File: src/rtl/data_memory_responder_if.sv
// Bus bundle between the CPU/host harness and the data-memory responder.
// The responder uses the slave modport; the CPU/host side uses master.
interface data_memory_responder_if;
   logic [15:0] CPU_ADDRESS;
   logic [7:0]  CPU_DATA;
   logic        CPU_WRITE_EN;
   logic        PROCESS_FINISHED;
   logic [7:0]  DATA_FROM_RAM;
   logic        MEM_READY;
   logic        OOR_ERR;
   logic [7:0]  HOST_DATA;
   logic        HOST_VALID;
   logic        HOST_LAST;
   logic        HOST_READY;
   logic [7:0]  DUMP_DATA;
   logic        DUMP_VALID;
   logic        DUMP_LAST;
   logic        DUMP_READY;
   logic [2:0]  STATE;

   modport master (
      output CPU_ADDRESS, CPU_DATA, CPU_WRITE_EN, PROCESS_FINISHED,
      output HOST_DATA, HOST_VALID, HOST_LAST, DUMP_READY,
      input  DATA_FROM_RAM, MEM_READY, OOR_ERR, HOST_READY,
      input  DUMP_DATA, DUMP_VALID, DUMP_LAST, STATE
   );

   modport slave (
      input  CPU_ADDRESS, CPU_DATA, CPU_WRITE_EN, PROCESS_FINISHED,
      input  HOST_DATA, HOST_VALID, HOST_LAST, DUMP_READY,
      output DATA_FROM_RAM, MEM_READY, OOR_ERR, HOST_READY,
      output DUMP_DATA, DUMP_VALID, DUMP_LAST, STATE
   );
endinterface

File: src/rtl/data_memory_responder.sv
// Data-memory responder: clears the byte RAM, preloads it from the host,
// serves CPU accesses while running, then streams the RAM back to the host.
module data_memory_responder #(
   parameter int unsigned ADDR_W      = 8,
   parameter logic [7:0]  CLEAR_VALUE = 8'h00
) (
   input logic                   CLOCK,
   input logic                   RESET,
   data_memory_responder_if.slave bus
);
   localparam int unsigned DEPTH = 2 ** ADDR_W;

   typedef enum logic [2:0] {
      S_CLEAR = 3'd0,
      S_LOAD  = 3'd1,
      S_RUN   = 3'd2,
      S_DUMP  = 3'd3,
      S_DONE  = 3'd4
   } state_t;

   state_t              r_state;
   state_t              w_state_nxt;
   logic [ADDR_W-1:0]   r_ptr;
   logic [ADDR_W-1:0]   w_ptr_nxt;
   logic                r_oor;
   logic                w_oor_nxt;
   logic [7:0]          r_mem [DEPTH];

   logic                w_in_range;
   logic [ADDR_W-1:0]   w_cpu_idx;
   logic                w_we;
   logic [ADDR_W-1:0]   w_waddr;
   logic [7:0]          w_wdata;

   logic [7:0]          w_rd_data;
   logic                w_mem_ready;
   logic                w_host_ready;
   logic [7:0]          w_dump_data;
   logic                w_dump_valid;
   logic                w_dump_last;

   assign w_in_range = (bus.CPU_ADDRESS[15:ADDR_W] == '0);
   assign w_cpu_idx  = bus.CPU_ADDRESS[ADDR_W-1:0];

   always_ff @(posedge CLOCK) begin
      if (RESET) begin
         r_state <= S_CLEAR;
         r_ptr   <= '0;
         r_oor   <= 1'b0;
      end else begin
         r_state <= w_state_nxt;
         r_ptr   <= w_ptr_nxt;
         r_oor   <= w_oor_nxt;
      end
   end

   always_ff @(posedge CLOCK) begin
      if (w_we) begin
         r_mem[w_waddr] <= w_wdata;
      end
   end

   always_comb begin
      w_state_nxt  = r_state;
      w_ptr_nxt    = r_ptr;
      w_oor_nxt    = r_oor;
      w_we         = 1'b0;
      w_waddr      = r_ptr;
      w_wdata      = CLEAR_VALUE;
      w_rd_data    = 8'h00;
      w_mem_ready  = 1'b0;
      w_host_ready = 1'b0;
      w_dump_data  = 8'h00;
      w_dump_valid = 1'b0;
      w_dump_last  = 1'b0;

      case (r_state)
         S_CLEAR: begin
            w_we      = 1'b1;
            w_ptr_nxt = r_ptr + ADDR_W'(1);
            if (r_ptr == '1) begin
               w_state_nxt = S_LOAD;
            end
         end
         S_LOAD: begin
            w_host_ready = 1'b1;
            if (bus.HOST_VALID) begin
               w_we      = 1'b1;
               w_wdata   = bus.HOST_DATA;
               w_ptr_nxt = r_ptr + ADDR_W'(1);
               if (bus.HOST_LAST) begin
                  w_state_nxt = S_RUN;
               end
            end
         end
         S_RUN: begin
            w_mem_ready = 1'b1;
            // The read port is always live in RUN, so an out-of-range address
            // counts as an access even without a write strobe.
            if (w_in_range) begin
               w_rd_data = r_mem[w_cpu_idx];
               if (bus.CPU_WRITE_EN) begin
                  w_we    = 1'b1;
                  w_waddr = w_cpu_idx;
                  w_wdata = bus.CPU_DATA;
               end
            end else begin
               w_oor_nxt = 1'b1;
            end
            if (bus.PROCESS_FINISHED) begin
               w_state_nxt = S_DUMP;
               w_ptr_nxt   = '0;
            end
         end
         S_DUMP: begin
            w_dump_valid = 1'b1;
            w_dump_data  = r_mem[r_ptr];
            w_dump_last  = (r_ptr == '1);
            if (bus.DUMP_READY) begin
               w_ptr_nxt = r_ptr + ADDR_W'(1);
               if (r_ptr == '1) begin
                  w_state_nxt = S_DONE;
               end
            end
         end
         S_DONE: begin
         end
         default: begin
            w_state_nxt = S_CLEAR;
            w_ptr_nxt   = '0;
         end
      endcase

      if (RESET) begin
         w_we = 1'b0;
      end
   end

   assign bus.DATA_FROM_RAM = w_rd_data;
   assign bus.MEM_READY     = w_mem_ready;
   assign bus.OOR_ERR       = r_oor;
   assign bus.HOST_READY    = w_host_ready;
   assign bus.DUMP_DATA     = w_dump_data;
   assign bus.DUMP_VALID    = w_dump_valid;
   assign bus.DUMP_LAST     = w_dump_last;
   assign bus.STATE         = r_state;
endmodule

File: src/flat_wrapper.sv
// flat-port wrapper written by rule: the top's interface ports become plain ports
module data_memory_responder_flat 
#(
   parameter int unsigned ADDR_W      = 8,
   parameter logic [7:0]  CLEAR_VALUE = 8'h00
)
  (CLOCK, RESET, bus_CPU_ADDRESS, bus_CPU_DATA, bus_CPU_WRITE_EN, bus_PROCESS_FINISHED, bus_HOST_DATA, bus_HOST_VALID, bus_HOST_LAST, bus_DUMP_READY, bus_DATA_FROM_RAM, bus_MEM_READY, bus_OOR_ERR, bus_HOST_READY, bus_DUMP_DATA, bus_DUMP_VALID, bus_DUMP_LAST, bus_STATE);
  data_memory_responder_if bus_i ();
  input logic CLOCK;
  input logic RESET;
  input wire logic [$bits(bus_i.CPU_ADDRESS)-1:0] bus_CPU_ADDRESS;
  input wire logic [$bits(bus_i.CPU_DATA)-1:0] bus_CPU_DATA;
  input wire logic [$bits(bus_i.CPU_WRITE_EN)-1:0] bus_CPU_WRITE_EN;
  input wire logic [$bits(bus_i.PROCESS_FINISHED)-1:0] bus_PROCESS_FINISHED;
  input wire logic [$bits(bus_i.HOST_DATA)-1:0] bus_HOST_DATA;
  input wire logic [$bits(bus_i.HOST_VALID)-1:0] bus_HOST_VALID;
  input wire logic [$bits(bus_i.HOST_LAST)-1:0] bus_HOST_LAST;
  input wire logic [$bits(bus_i.DUMP_READY)-1:0] bus_DUMP_READY;
  output wire logic [$bits(bus_i.DATA_FROM_RAM)-1:0] bus_DATA_FROM_RAM;
  output wire logic [$bits(bus_i.MEM_READY)-1:0] bus_MEM_READY;
  output wire logic [$bits(bus_i.OOR_ERR)-1:0] bus_OOR_ERR;
  output wire logic [$bits(bus_i.HOST_READY)-1:0] bus_HOST_READY;
  output wire logic [$bits(bus_i.DUMP_DATA)-1:0] bus_DUMP_DATA;
  output wire logic [$bits(bus_i.DUMP_VALID)-1:0] bus_DUMP_VALID;
  output wire logic [$bits(bus_i.DUMP_LAST)-1:0] bus_DUMP_LAST;
  output wire logic [$bits(bus_i.STATE)-1:0] bus_STATE;
  assign bus_i.CPU_ADDRESS = bus_CPU_ADDRESS;
  assign bus_i.CPU_DATA = bus_CPU_DATA;
  assign bus_i.CPU_WRITE_EN = bus_CPU_WRITE_EN;
  assign bus_i.PROCESS_FINISHED = bus_PROCESS_FINISHED;
  assign bus_i.HOST_DATA = bus_HOST_DATA;
  assign bus_i.HOST_VALID = bus_HOST_VALID;
  assign bus_i.HOST_LAST = bus_HOST_LAST;
  assign bus_i.DUMP_READY = bus_DUMP_READY;
  assign bus_DATA_FROM_RAM = bus_i.DATA_FROM_RAM;
  assign bus_MEM_READY = bus_i.MEM_READY;
  assign bus_OOR_ERR = bus_i.OOR_ERR;
  assign bus_HOST_READY = bus_i.HOST_READY;
  assign bus_DUMP_DATA = bus_i.DUMP_DATA;
  assign bus_DUMP_VALID = bus_i.DUMP_VALID;
  assign bus_DUMP_LAST = bus_i.DUMP_LAST;
  assign bus_STATE = bus_i.STATE;
  data_memory_responder #(.ADDR_W(ADDR_W), .CLEAR_VALUE(CLEAR_VALUE)) u_core (.CLOCK(CLOCK), .RESET(RESET), .bus(bus_i));
endmodule
File: config.mk
export PLATFORM = sky130hd
export DESIGN_NAME = data_memory_responder_flat
export DESIGN_NICKNAME = d
export VERILOG_FILES = /design/src/rtl/data_memory_responder_if.sv /design/src/rtl/data_memory_responder.sv /design/src/flat_wrapper.sv
export SDC_FILE = /design/constraint.sdc
export NUM_CORES = 2
export LEC_CHECK = 0
export BUFFER_PORTS_ARGS = -buffer_cell sky130_fd_sc_hd__buf_4
export CELL_PAD_IN_SITES_DETAIL_PLACEMENT = 1
export CELL_PAD_IN_SITES_GLOBAL_PLACEMENT = 1
export CORE_ASPECT_RATIO = 2
export CORE_UTILIZATION = 56
export CTS_BUF_LIST = sky130_fd_sc_hd__clkbuf_16
export DETAILED_ROUTE_END_ITERATION = 10
export PLACE_DENSITY_LB_ADDON = 0.1
export SYNTH_ARGS = -nofsm -noshare
export SYNTH_HDL_FRONTEND = slang
export SYNTH_SLANG_ARGS = --single-unit
File: constraint.sdc
create_clock -name CLOCK -period 8.1 [get_ports CLOCK]
set_clock_uncertainty 0.05 [all_clocks]
set_input_delay 1.215 -clock CLOCK [delete_from_list [all_inputs] [get_ports CLOCK]]
set_output_delay 1.215 -clock CLOCK [all_outputs]
set_load 0.02 [all_outputs]
==> qor.yml <==
sta:
  timing.final.max_slew_violations: 22
  period_minus_slack_ps: 7300
  max_freq_ghz: 0.137
  post-route-period-util_pct: 90.1
  hold_violations: 0
  fin_hold_ws_ps: 423
  setup_slack_ps: 798
  rsz0062_at_grt: "false"
  worst_slew_pin_slew_ps: 1630
  finalSetupTns_ps: 0
  setup-violations-final: 0
  slew_headroom_pct: -9.64
floorplanning:
  ios: 63
  die_w_um: 299
  core_area_sq_mm: 0.175
  die_h_um: 596
  rows: 217
  die_area_sq_mm: 0.178
  initial_core_util_pct: 56.5
routing:
  dr.pass1.iters: 6
  drtIter0Drc: 8552
  routedWlPerCell_um: 49.5
  routed_wirelength_um: 395000
  drc: 0
  ant_nets: 0
  num_vias: 62300
  routed_via_density: 7.80
synth:
  synth.largest_area_cell: "edfxtp_1"
  synth-main-ff-cell: "edfxtp_1"
  synth_top_cell_area_share_pct: 62.2
  synth_most_common_cell: "edfxtp_1"
  synth_seq_area_share_pct: 62.6
  synth_edf_count: 2048
  syn-cell-area_sq_mm: 0.0989
  syn_inst: 5506
  synth-warning-count: 0
  ys_async_sr_fraction_pct: 0
  synth_common_cells: "edfxtp_1, mux4_2, mux2i_1"
  synth.distinct_cells: 87
  avgSynthCellArea_sq_um: 18.0
  synth.area.top_cells: "edfxtp_1, mux4_2, mux2i_1"
  synth_nets: 5546
  ys_ff_latch: 2068
cts:
  h-tree-depth: 4
  clkSinkCount: 2068
  cts_setup_buffers: 0
  cts_root_buf: "clkbuf_16"
  clk_path_buf_depth: 4
  numCtsBuffers: 186
  cts_tree: "built"
  postCtsHoldBufs: 0
  insertion_delay_ps: 890
  clk_pin_slew_ps: 70
  cts_resized: 0
run:
  cap_violations: 5
global_routing:
  grt_pass1_vias: 63400
  antenna_found_initial: 34
  track_usage_pct: 44.6
  grt_overflow: 0
  grt_max_degree: 180
  grt_first_pass_wirelength_um: 533000
worst_setup_path:
  critPathLaunchType: "flop"
  timing.rr.start: "u_core.bus.STATE[1]$_SDFFE_PP0P_"
  cp_num_buf_inv: 3
  path_max_fanout: 39
  crit_required_ps: 6840
  cp_slowest_stage_delay_ps: 1320
  cpLargestDelayFamily: "compound AO/OA/AOI/OAI gates"
  path_class: "reg -> out"
  slowest_stage: "o32ai_1"
  crit_path_end_kind: "primary output"
  regToRegSetupSlack_ps: 2690
  path_common_cell: "buf_4"
  r2r_cells: 6
  worstPathArrival_ps: 6040
  crit_chain: "buf_4, buf_4, nand2_1, o32ai_1, a211oi_1, o221ai_1, o31ai_1, buf_4"
  reg2reg_to: "u_core.r_mem[142][0]$_DFFE_PP_"
pwr:
  leakage_uw: 0.0333
  ir_worst_vdd_mv: 0.268
  p_per_area_mw_per_mm2: 260
place:
  gp_congestion: 1.04
  place_ws_ps: 1290
  dp_hpwl_um: 273000
  io_buffers: 62
  placed_area_sq_mm: 0.101
min_path:
  hp-class: "reg -> reg"
  hold_path.startpoint: "u_core.bus.OOR_ERR$_SDFFE_PP0P_"
  min_to: "u_core.bus.OOR_ERR$_SDFFE_PP0P_"
  hold_depth: 2
layout:
  syn_to_final_growth_pct: 8.12
  fin_area_sq_mm: 0.107
  drive_above_1_share_pct: 25.1
  fin_nets: 5558
  final_util_pct: 61.1
status:
  violations: "max-capacitance violations, max-slew violations"
  status: "finished, violations left"
## per-layer routing
layer  vias to the layer above  track usage (%)  share of wire [%]
li1                      23400                -                  -
met1                     32700             46.2                 29
met2                      4531             72.1                 49
met3                      1552             9.86                9.0
met4                        22             47.3                 13
met5                         -                0              0.035
## report_power, final
part           switching (uW)  internal (uW)
combinational            4210           2630
sequential                110          12000
clock                    4130           4760
total                    8440          19400
## cells by family (layout without fill, tap and decap cells)
| kind of cell | count (synthesis) | in the layout | synth area share [%] |
|---|---|---|---|
| AOI/OAI and AO/OA | 778 | 778 | 5.82 |
| xor gates and xnor gates | 6 | 6 | 0.0531 |
| adders and majority gates | 1 | 1 | 0.0126 |
| buffers and inverters | 456 | 607 | 3.43 |
| DFF | 2068 | 2068 | 62.6 |
| muxes | 1380 | 1380 | 24.3 |
| other | 0 | 24 | 0 |
| and+or+nand+nor | 817 | 817 | 3.80 |
## metrics by stage
stage | total power, uW | cells
global route | 28100 | 7966
CTS | 27500 | 7953
global placement | 18800 | 7626
finish | 27800 | 7980
floorplan | 16800 | 5506
detailed placement | 18900 | 7626
## how the worst max path moves through the flow
stage                         from                           end  slack (ps)  cells past startpoint
2_1_floorplan  bus_CPU_ADDRESS[11]  u_core.r_mem[0][0]$_DFFE_PP_        1760                      5
3_3_place_gp    bus_CPU_ADDRESS[0]          bus_DATA_FROM_RAM[1]        1250                     10
3_5_place_dp    bus_CPU_ADDRESS[0]          bus_DATA_FROM_RAM[1]        1290                     10
4_1_cts         bus_CPU_ADDRESS[0]          bus_DATA_FROM_RAM[1]        1260                     10
5_1_grt                       flop              bus_DUMP_DATA[2]         990                      9
6_report                      flop              bus_DUMP_DATA[3]         800                      8
## cell usage in the layout, fill, tap and decap left out, types with 16 or more instances in the layout
master      netlist  final
nand2_1         213    211
nor2_1          335    333
mux2_2           24     24
and2_1           17     17
o21ai_0          43     43
o22ai_1         169    169
mux4_1           16     16
bufinv_16         0     16
clkbuf_16         0    189
a211oi_1         45     45
nand3_1          42     42
o32ai_1          17     17
dfxtp_1          20     16
mux2i_1         547    547
o221ai_1        211    211
or3_1            16     16
clkinv_1          2     34
clkinv_2          0     32
clkinvlp_4        0     16
a22oi_1          32     32
a21oi_1         103    101
mux4_2          793    793
nor3_1           64     64
inv_1             8     33
diode_2           0     24
buf_4            35    233
o211ai_1         16     16
buf_12           32     32
edfxtp_1       2048   2048
## state kept, by name, indices dropped and copies added (netlist names), named ones only
signal              flops
u_core.r_mem         2048
u_core.bus.OOR_ERR      1
u_core.bus.STATE        3
u_core.r_ptr            8
## worst register-to-register path, stage by stage, from the launching register on
cell and delay (ps):
dfxtp_1 580, nor3b_4 530, nand4_1 740, or3_1 580
o31ai_1 300, nand2_1 950, nor2_1 1290
## layout make-up
cell class,instances,area (sq um)
Fill cell,14900,68200
Sequential cell,2068,61900
Multi-Input combinational cell,2982,33700
Clock buffer,189,4730
Tap cell,2299,2880
Timing Repair Buffer,270,2450
Clock inverter,138,1110
Antenna cell,24,60.1
Inverter,10,45.0
Power figures use the tool's default switching activity.
